$ cat src/rtl/seg_display_pkg.sv
// seg_display_pkg: scan states, digit one-hot codes and default prescale for the display scanner.
// SEG_SCAN_GHOST_BLANK_EN adds the blanking states.
package seg_display_pkg;
`ifdef SEG_SCAN_GHOST_BLANK_EN
    typedef enum logic [2:0] {IDLE, SCAN_H, SCAN_D, SCAN_U, BLANK_H, BLANK_D, BLANK_U} scan_state_t;
`else
    typedef enum logic [1:0] {IDLE, SCAN_H, SCAN_D, SCAN_U} scan_state_t;
`endif
    localparam logic [2:0] DIGIT_H = 3'b100;
    localparam logic [2:0] DIGIT_D = 3'b010;
    localparam logic [2:0] DIGIT_U = 3'b001;
    localparam int PRESCALE_DEFAULT = 50000;
endpackage

$ cat src/rtl/seg_display_scan_if.sv
// seg_display_scan_if: pattern inputs, enable and multiplexed display outputs of the scanner.
interface seg_display_scan_if #(parameter int WIDTH_OUTPUT_LENGTH = 7);
    logic                           Enable;
    logic [WIDTH_OUTPUT_LENGTH-1:0] SegHundreds;
    logic [WIDTH_OUTPUT_LENGTH-1:0] SegDozens;
    logic [WIDTH_OUTPUT_LENGTH-1:0] SegUnits;
    logic [WIDTH_OUTPUT_LENGTH-1:0] SegOut;
    logic [2:0]                     DigitEn;
    logic                           FrameStart;
    modport master (output Enable, SegHundreds, SegDozens, SegUnits, input SegOut, DigitEn, FrameStart);
    modport slave  (input Enable, SegHundreds, SegDozens, SegUnits, output SegOut, DigitEn, FrameStart);
endinterface

$ cat src/rtl/seg_scan_prescaler.sv
// seg_scan_prescaler: digit dwell counter; Tick marks the last cycle of a PRESCALE-cycle slot.
module seg_scan_prescaler #(
    parameter int PRESCALE = 50000
) (
    input  logic Clk,
    input  logic Rst,
    input  logic Clear,
    output logic Tick
);
    localparam int CW = $clog2(PRESCALE);
    logic [CW-1:0] cnt;
    assign Tick = cnt == CW'(PRESCALE - 1);
    always_ff @(posedge Clk or negedge Rst)
        if (!Rst) cnt <= '0;
        else cnt <= (Clear || Tick) ? '0 : cnt + 1'b1;
endmodule

$ cat src/rtl/seg_display_scan.sv
// seg_display_scan: time-multiplexed 3-digit seven-segment scanner with per-frame snapshot.
// SEG_SCAN_GHOST_BLANK_EN inserts a one-cycle all-off state before each digit.
module seg_display_scan
    import seg_display_pkg::*;
#(
    parameter int WIDTH_OUTPUT_LENGTH = 7,
    parameter int PRESCALE            = PRESCALE_DEFAULT
) (
    input logic               Clk,
    input logic               Rst,
    seg_display_scan_if.slave bus
);
`ifdef SEG_SCAN_GHOST_BLANK_EN
    localparam scan_state_t TO_H = BLANK_H, TO_D = BLANK_D, TO_U = BLANK_U;
`else
    localparam scan_state_t TO_H = SCAN_H, TO_D = SCAN_D, TO_U = SCAN_U;
`endif
    scan_state_t state, nxt;
    logic [WIDTH_OUTPUT_LENGTH-1:0] snap_h, snap_d, snap_u, seg_nxt;
    logic [2:0] den_nxt;
    logic tick, new_frame;
    seg_scan_prescaler #(.PRESCALE(PRESCALE)) u_prescaler (
        .Clk   (Clk),
        .Rst   (Rst),
        .Clear (!(bus.Enable && (state inside {SCAN_H, SCAN_D, SCAN_U}))),
        .Tick  (tick)
    );
    assign new_frame = bus.Enable && (state == IDLE || (state == SCAN_U && tick));
    always_comb begin
        nxt = state;
        case (state)
            IDLE:    nxt = TO_H;
            SCAN_H:  nxt = tick ? TO_D : SCAN_H;
            SCAN_D:  nxt = tick ? TO_U : SCAN_D;
            SCAN_U:  nxt = tick ? TO_H : SCAN_U;
`ifdef SEG_SCAN_GHOST_BLANK_EN
            BLANK_H: nxt = SCAN_H;
            BLANK_D: nxt = SCAN_D;
            BLANK_U: nxt = SCAN_U;
`endif
            default: nxt = IDLE;
        endcase
        if (!bus.Enable) nxt = IDLE;
    end
    // A frame start straight into SCAN_H must show the pattern being captured, not the stale snapshot.
    assign seg_nxt = nxt == SCAN_H ? (new_frame ? bus.SegHundreds : snap_h) :
                     nxt == SCAN_D ? snap_d :
                     nxt == SCAN_U ? snap_u : '0;
    assign den_nxt = nxt == SCAN_H ? DIGIT_H : nxt == SCAN_D ? DIGIT_D : nxt == SCAN_U ? DIGIT_U : 3'b000;
    always_ff @(posedge Clk or negedge Rst)
        if (!Rst) begin
            state          <= IDLE;
            snap_h         <= '0;
            snap_d         <= '0;
            snap_u         <= '0;
            bus.SegOut     <= '0;
            bus.DigitEn    <= 3'b000;
            bus.FrameStart <= 1'b0;
        end else begin
            state          <= nxt;
            bus.SegOut     <= seg_nxt;
            bus.DigitEn    <= den_nxt;
            bus.FrameStart <= new_frame;
            if (new_frame) begin
                snap_h <= bus.SegHundreds;
                snap_d <= bus.SegDozens;
                snap_u <= bus.SegUnits;
            end
        end
endmodule

$ cat src/flat_wrapper.sv
// flat-port wrapper written by rule: the top's interface ports become plain ports
module seg_display_scan_flat import seg_display_pkg::*;
#(
    parameter int WIDTH_OUTPUT_LENGTH = 7,
    parameter int PRESCALE            = PRESCALE_DEFAULT
)
  (Clk, Rst, bus_Enable, bus_SegHundreds, bus_SegDozens, bus_SegUnits, bus_SegOut, bus_DigitEn, bus_FrameStart);
  seg_display_scan_if #(.WIDTH_OUTPUT_LENGTH(WIDTH_OUTPUT_LENGTH)) bus_i ();
  input logic Clk;
  input logic Rst;
  input wire logic [$bits(bus_i.Enable)-1:0] bus_Enable;
  input wire logic [$bits(bus_i.SegHundreds)-1:0] bus_SegHundreds;
  input wire logic [$bits(bus_i.SegDozens)-1:0] bus_SegDozens;
  input wire logic [$bits(bus_i.SegUnits)-1:0] bus_SegUnits;
  output wire logic [$bits(bus_i.SegOut)-1:0] bus_SegOut;
  output wire logic [$bits(bus_i.DigitEn)-1:0] bus_DigitEn;
  output wire logic [$bits(bus_i.FrameStart)-1:0] bus_FrameStart;
  assign bus_i.Enable = bus_Enable;
  assign bus_i.SegHundreds = bus_SegHundreds;
  assign bus_i.SegDozens = bus_SegDozens;
  assign bus_i.SegUnits = bus_SegUnits;
  assign bus_SegOut = bus_i.SegOut;
  assign bus_DigitEn = bus_i.DigitEn;
  assign bus_FrameStart = bus_i.FrameStart;
  seg_display_scan #(.WIDTH_OUTPUT_LENGTH(WIDTH_OUTPUT_LENGTH), .PRESCALE(PRESCALE)) u_core (.Clk(Clk), .Rst(Rst), .bus(bus_i));
endmodule
$ cat config.mk
export PLATFORM = sky130hd
export DESIGN_NAME = seg_display_scan_flat
export DESIGN_NICKNAME = d
export VERILOG_FILES = /design/src/rtl/seg_display_pkg.sv /design/src/rtl/seg_display_scan_if.sv /design/src/rtl/seg_scan_prescaler.sv /design/src/rtl/seg_display_scan.sv /design/src/flat_wrapper.sv
export SDC_FILE = /design/constraint.sdc
export NUM_CORES = 1
export LEC_CHECK = 0
export ABC_AREA = 0
export ABC_CLOCK_PERIOD_IN_PS = 2200
export CORE_AREA = 2 2 90 84
export DETAILED_ROUTE_END_ITERATION = 16
export DIE_AREA = 0 0 92 86
export DONT_BUFFER_PORTS = 1
export GPL_ROUTABILITY_DRIVEN = 0
export SKIP_LAST_GASP = 1
export SLEW_MARGIN = 40
export SYNTH_ARGS = -nofsm -noshare
export SYNTH_HDL_FRONTEND = slang
export SYNTH_SLANG_ARGS = --single-unit
$ cat constraint.sdc
create_clock -name Clk -period 2.2 [get_ports Clk]
set_clock_uncertainty 0.05 [all_clocks]
set_input_delay 0.55 -clock Clk [delete_from_list [all_inputs] [get_ports Clk]]
set_output_delay 0.55 -clock Clk [all_outputs]
set_load 0.02 [all_outputs]
======== After elaboration in Yosys (flattened, before gate mapping) ========
Index checks and enable logic that the tools add are counted.
word-level totals
  flip-flop bits (word level) ............. 50
  latch bits .............................. 0
  bits in writable memories ............... 0
  bits in read-only memories .............. 0
  input port bits ......................... 24
  logic and storage cells ................. 37
  memories kept ........................... 0
cells by class
  add/subtract/negate cells ............... 1
  $mul .................................... 0
  div/mod/pow operators ................... 0
  $lt $le $gt $ge ......................... 0
  equality and inequality tests ........... 7
  shifts and indexed selects .............. 0
  multiplexer cells ....................... 13
  bitwise logic cells ..................... 0
  reductions and logical operators ........ 8
operators with widths
  cell                                                  count
  two-way mux 7 bit                                     4
  adder 16 x 1 -> 16 bit (second input constant)        1
  equality test 16 bit (second input constant)          1
  two-way mux 16 bit                                    1
  equality test 2 bit (second input constant)           4
  case mux 2 bit (4 select lines)                       1
  two-way mux 2 bit                                     3
  two-way mux 3 bit                                     2
  equality test 2 x 1 -> 1 bit (second input constant)  2
  logical AND 1 bit                                     3
  nonzero test 3 bit                                    1
  zero test 2 bit                                       1
  logical OR 1 bit                                      2
  two-way mux 1 bit                                     2
  zero test 1 bit                                       1

======== Depth between registers and ports, before layout ========
  depth in word-level cells ............... 8
  depth in mapped cells ................... 8
  gate-level depth less buffers ........... 6

======== Hierarchy ========
Synthesis repeated with hierarchy kept, for this count alone.
second synthesis, totals
  cell total of the unflattened synthesis .. 220
  area total of the unflattened synthesis .. 2,484.9 sq um
by module, submodules not included
  module              instances  cells each  area an instance (sq um)
  seg_display_scan    1          140         1,692.9
  seg_scan_prescaler  1          80          792.0

======== Least setup slack after synthesis ========
Ideal clock, no wire load.
  kind .................................... reg-to-reg
  from .................................... reg u_core.u_prescaler.cnt[10]
  to ...................................... reg u_core.bus.SegOut[3]
  library setup time ...................... 0.121 ns
  arrival ................................. 2.080 ns
  required time ........................... 2.029 ns
  slack ................................... -0.051 ns
  stages on the path, launching flop included .. 8
  buffers on the path ..................... 2
  period minus slack after synthesis ...... 2.251 ns
  cell sequence ........................... dfrtp_1 or4b_4 or4_4 buf_6 buf_2 nand3_1 o21ai_0 a22o_1
on the way
  longest elaborated chain between the ends .. 8
  elaborated cells between the ends (all ways) .. 16
  those cells by class .................... eq/ne: 4; mux: 9; reduce/logical: 3
RTL lines
  item                                       RTL line                   RTL
  from (decl)                                seg_scan_prescaler.sv:11   logic [CW-1:0] cnt;
  from (signal assigned)                     seg_scan_prescaler.sv:15   else cnt <= (Clear || Tick) ? '0 : cnt + 1'b1;
  equality test 16 bit *                     seg_scan_prescaler.sv:12   assign Tick = cnt == CW'(PRESCALE - 1);
  two-way mux 1 bit (tied with other cells)  seg_display_scan.sv:34     SCAN_D: nxt = tick ? TO_U : SCAN_D;
  case mux 2 bit (4 select lines)            seg_display_scan.sv:31     case (state)
  two-way mux 2 bit                          seg_display_scan.sv:43     if (!bus.Enable) nxt = IDLE;
  equality test 2 bit                        seg_display_scan.sv:48     nxt == SCAN_U ? snap_u : '0;
  two-way mux 7 bit                          seg_display_scan.sv:48
  two-way mux 7 bit                          seg_display_scan.sv:47     nxt == SCAN_D ? snap_d :
  two-way mux 7 bit *                        seg_display_scan.sv:46     assign seg_nxt = nxt == SCAN_H ? (new_frame ? bus.SegHundreds : snap_h) :
  via u_core.seg_nxt[3]                      seg_display_scan.sv:19     logic [WIDTH_OUTPUT_LENGTH-1:0] snap_h, snap_d, snap_u, seg_nxt;
  to (signal assigned)                       seg_display_scan.sv:61     bus.SegOut <= seg_nxt;
  to (decl)                                  seg_display_scan_if.sv:11  modport slave (input Enable, SegHundreds, SegDozens, SegUnits, output SegOut, DigitEn, FrameStart);
Mark *: on every way through the listed nets, which the timed path passes. The rest lies on a longest branch.
A chain may end at the register's enable or synchronous reset.

======== Worst setup path in the final report ========
  from .................................... reg u_core.u_prescaler.cnt[13]
  to ...................................... reg u_core.snap_u[6]
on the way
  longest elaborated chain between the ends .. 4
RTL lines
  item                  RTL line                  RTL
  equality test 16 bit  seg_scan_prescaler.sv:12
  logical AND 1 bit     seg_display_scan.sv:28    assign new_frame = bus.Enable && (state == IDLE || (state == SCAN_U && tick));
  logical OR 1 bit      seg_display_scan.sv:28
  logical AND 1 bit     seg_display_scan.sv:28
  to (signal assigned)  seg_display_scan.sv:67    snap_u <= bus.SegUnits;
  to (decl)             seg_display_scan.sv:19
Every way passes these cells.

==> impl_table.tex <==
\begin{tabular}{lr}
\hline
Metric & Value \\
\hline
\multicolumn{2}{l}{\textbf{Outcome}} \\
\quad Run status & finished, violations left \\
\quad Violations in the final reports & setup timing \\
\multicolumn{2}{l}{\textbf{Power and ir drop}} \\
\quad Overall power consumption & 1970 uW \\
\quad Power per Cell Area & 574 mW/mm\^{}2 \\
\quad Reported leakage power & 0.00137 uW \\
\quad IR drop worst, VDD & between 0.3 and 0.4 mV \\
\multicolumn{2}{l}{\textbf{Layout}} \\
\quad Number of antenna cells inserted & 0 \\
\quad Layout area overhead & 12.4\% \\
\quad Ratio of cells with drive above 1 in the final layout & a little under a quarter \\
\quad Utilization after layout & 49.7\% \\
\quad Number of nets in the final layout & $\sim$370 \\
\quad Leading cell type in the layout, fill and taps excluded & sky130\_fd\_sc\_hd\_\_dfrtp\_1 \\
\quad Commonest cells after routing, fill and taps aside & sky130\_fd\_sc\_hd\_\_dfrtp\_1, sky130\_fd\_sc\_hd\_\_a21oi\_1, sky130\_fd\_sc\_hd\_\_buf\_4, sky130\_fd\_sc\_hd\_\_nor2\_1 \\
\quad Area of all placed cells without fillers & 0.00343 sq mm \\
\multicolumn{2}{l}{\textbf{STA}} \\
\quad Total negative slack & -0.496 ns \\
\quad Final-report max-slew violation count & 0 \\
\quad Period utilization & 103\% \\
\quad Worst setup slack after layout & -0.0604 ns \\
\quad Slew at the pin closest to its max-slew limit & around 0.7 ns \\
\quad Number of failing setup endpoints in the final timing report & 17 \\
\quad Setup repair after global routing missed its margin & true \\
\quad Worst slew margin relative to its limit & 53.2\% \\
\quad Shortest clock period the worst path allows after layout & 2.26 ns \\
\quad Max Fclk & 0.442 GHz \\
\quad Hold Violations, Final & 0 \\
\multicolumn{2}{l}{\textbf{GRT}} \\
\quad Vias in the first global route & 2334 \\
\quad Total Routing Usage GR & 18.6\% \\
\quad Largest net degree at the start of global routing & 60 \\
\quad Global-route wire length before repair & 11800 microns \\
\quad Initial antenna violation count & 0 \\
\quad Overflow after GRT & 0 \\
\multicolumn{2}{l}{\textbf{Floorplan}} \\
\quad Die area & $\sim$0.008 sq mm \\
\quad Num ports & 35 \\
\quad Number of placement rows & 29 \\
\quad Die height & 86 microns \\
\quad Initial Utilization & about 44\% \\
\quad Horiz. Die Dim & 92 microns \\
\quad Total core area & 0.00689 sq mm \\
\multicolumn{2}{l}{\textbf{Clocking}} \\
\quad Clock Latency Late Sink & between 0.3 and 0.4 ns \\
\quad CTS tree & built \\
\quad Buffer levels on the longest clock path & 2 \\
\quad Clock buffers created by TritonCTS & 5 \\
\quad Max H-tree Level & 2 \\
\quad Clock-pin slew on the worst setup and hold paths & around 0.090 ns \\
\quad Number of sinks on the clock net & 50 \\
\quad Clock root buffer & sky130\_fd\_sc\_hd\_\_clkbuf\_8 \\
\multicolumn{2}{l}{\textbf{Run}} \\
\quad Count of maximum capacitance violations & 0 \\
\multicolumn{2}{l}{\textbf{Setup path}} \\
\quad R2r setup slk & -0.06 ns \\
\quad Data required time at the worst endpoint & 2.38 ns \\
\quad Data arrival time of the critical path & about 2.4 ns \\
\quad Max FO, Critical Path & 16 \\
\quad Classification of the worst setup path & reg2reg \\
\quad Critical Path Sink Type & flip-flop \\
\quad Kind of start point of the critical path & flip-flop \\
\multicolumn{2}{l}{\textbf{Synthesis}} \\
\quad Post-synth EDFFs & 0 \\
\quad Area of the mapped netlist & 0.00305 sq mm \\
\quad Cell type with the highest aggregate area in the netlist & sky130\_fd\_sc\_hd\_\_dfrtp\_1 \\
\quad Yosys warning total & 0 \\
\quad Cells taking the most area after synthesis & sky130\_fd\_sc\_hd\_\_dfrtp\_1, sky130\_fd\_sc\_hd\_\_a21oi\_1, sky130\_fd\_sc\_hd\_\_o22ai\_2 \\
\quad Distinct cell type count of the synthesized netlist & just over 40 \\
\quad Proportion of synthesized flip-flops having asynchronous set or reset & 100\% \\
\quad Number of instances in the synthesized netlist & 334 \\
\quad Most used DFF post-synth & sky130\_fd\_sc\_hd\_\_dfrtp\_1 \\
\quad Portion of synthesized cell area occupied by the leading cell type & 41.0\% \\
\quad Post-synthesis register bit count & 50 \\
\quad Portion of the post-synthesis area used by sequential elements & 41.0\% \\
\quad Syn avg cell area & between 9 and 10 sq um \\
\quad Post-synthesis net count & between 300 and 400 \\
\multicolumn{2}{l}{\textbf{Drt}} \\
\quad Final routed wire length divided by cell count & 15.8 microns \\
\quad Vias after detailed routing & between 2k and 2.5k \\
\quad Detailed-route wire length & 6920 microns \\
\quad Detail Route Antenna Nets & 0 \\
\quad First-pass iteration count of the detailed router & 4 \\
\quad Number of DRC markers in iteration 0 & 121 \\
\quad Post-detailed-route DRC marker count & 0 \\
\quad Post-DR vias/cell & 5.62 \\
\multicolumn{2}{l}{\textbf{Worst hold path}} \\
\quad Path class of the lowest-slack min-delay path & in2async \\
\multicolumn{2}{l}{\textbf{Place}} \\
\quad HPWL reported at the end of detailed placement & between 4000 and 5000 microns \\
\quad IO buf count & 0 \\
\quad Placement Cell Area & 0.00329 sq mm \\
\quad Worst slack after detailed placement & -0.0449 ns \\
\hline
\end{tabular}
[state kept, by name, summed over array words and instances, names as in the netlist]
signal / count
u_core.bus.FrameStart: 1
u_core.bus.DigitEn: 3
u_core.u_prescaler.cnt: 16
u_core.state: 2
u_core.snap_d: 7
u_core.bus.SegOut: 7
u_core.snap_u: 7
u_core.snap_h: 7
[final timing paths]
check	to	startpoint	depth (start not counted)
max reg2reg	u_core.snap_u[6]	u_core.u_prescaler.cnt[13]	7
min in group Clk	u_core.state[0]	bus_Enable	1
min reg2reg	u_core.u_prescaler.cnt[0]	u_core.u_prescaler.cnt[0]	1
min	u_core.bus.SegOut[0]	Rst	1
max	u_core.snap_u[6]	u_core.u_prescaler.cnt[13]	7
max in group asynchronous	u_core.bus.FrameStart	Rst	1
[layer usage]
metal	global-route usage, %	wire, microns
met2	27.1	3060
met5	0	0
met3	4.48	388
met4	6.11	96
met1	27.1	3380
[report_power, final]
| part | internal [uW] | switching (uW) | leakage (uW) |
|---|---|---|---|
| registers | 993 | 97.0 | 0.000621 |
| logic | 154 | 152 | 0.000700 |
| clock network | 253 | 319 | 0.0000472 |
| total | 1400 | 568 | 0.00137 |
[kinds of logic after synthesis]
logic type	Yosys count	share of synthesized area, %
xor gates and xnor gates	16	4.60
muxes	1	0.328
buffers and inverters	47	6.93
and+or+nand+nor	120	24.6
DFF	50	41.0
AOI/OAI and AO/OA	99	22.1
adders and majority gates	1	0.410
[Yosys cell counts, types with 4 or more instances]
library cell               instances
sky130_fd_sc_hd__a21oi_1          33
sky130_fd_sc_hd__a21oi_2          10
sky130_fd_sc_hd__a22o_1            7
sky130_fd_sc_hd__a22oi_1           7
sky130_fd_sc_hd__buf_2             4
sky130_fd_sc_hd__clkbuf_1         20
sky130_fd_sc_hd__dfrtp_1          50
sky130_fd_sc_hd__inv_1            18
sky130_fd_sc_hd__nand2_1          18
sky130_fd_sc_hd__nand3_1          17
sky130_fd_sc_hd__nand3_2          10
sky130_fd_sc_hd__nand3b_1          8
sky130_fd_sc_hd__nand4_1          10
sky130_fd_sc_hd__nor2_1           20
sky130_fd_sc_hd__nor2b_1           4
sky130_fd_sc_hd__nor3b_1          15
sky130_fd_sc_hd__o21ai_0          10
sky130_fd_sc_hd__o21ai_1           4
sky130_fd_sc_hd__o22ai_1          18
sky130_fd_sc_hd__o22ai_2          10
sky130_fd_sc_hd__xnor2_1          10
sky130_fd_sc_hd__xor2_1            6
[area by class of cell]
class	count	area, sq um
clock buffer	6	82.6
clock inverter	2	12.5
fill	654	3470
inverter	18	67.6
multi-input combinational	237	1600
sequential	50	1250
tap	93	116
timing repair buffer	32	298
[critical path, stage by stage (launching register included)]
cell and delay [ns]:
sky130_fd_sc_hd__dfrtp_1 0.38, sky130_fd_sc_hd__or4b_4 0.54, sky130_fd_sc_hd__or4_4 0.55, sky130_fd_sc_hd__buf_12 0.17, sky130_fd_sc_hd__nor2_8 0.10, sky130_fd_sc_hd__buf_12 0.15, sky130_fd_sc_hd__o22ai_1 0.08, sky130_fd_sc_hd__a21oi_1 0.15
[stage by stage]
stage,std cells,hold slack (ns)
detailed placement,428,0.207
CTS,438,0.0369
global placement,428,0.206
finish,438,0.0334
global route,438,0.0352
floorplan,334,0.204
[what timing repair did]
action,CTS,global route
hold buffers,1,0
cloned,0,0
endpoints found under the hold margin,50,0
endpoints found under the setup margin,19,38
resized for setup,1,0
setup buffers,1,0
(Power assumes the default switching activity.)
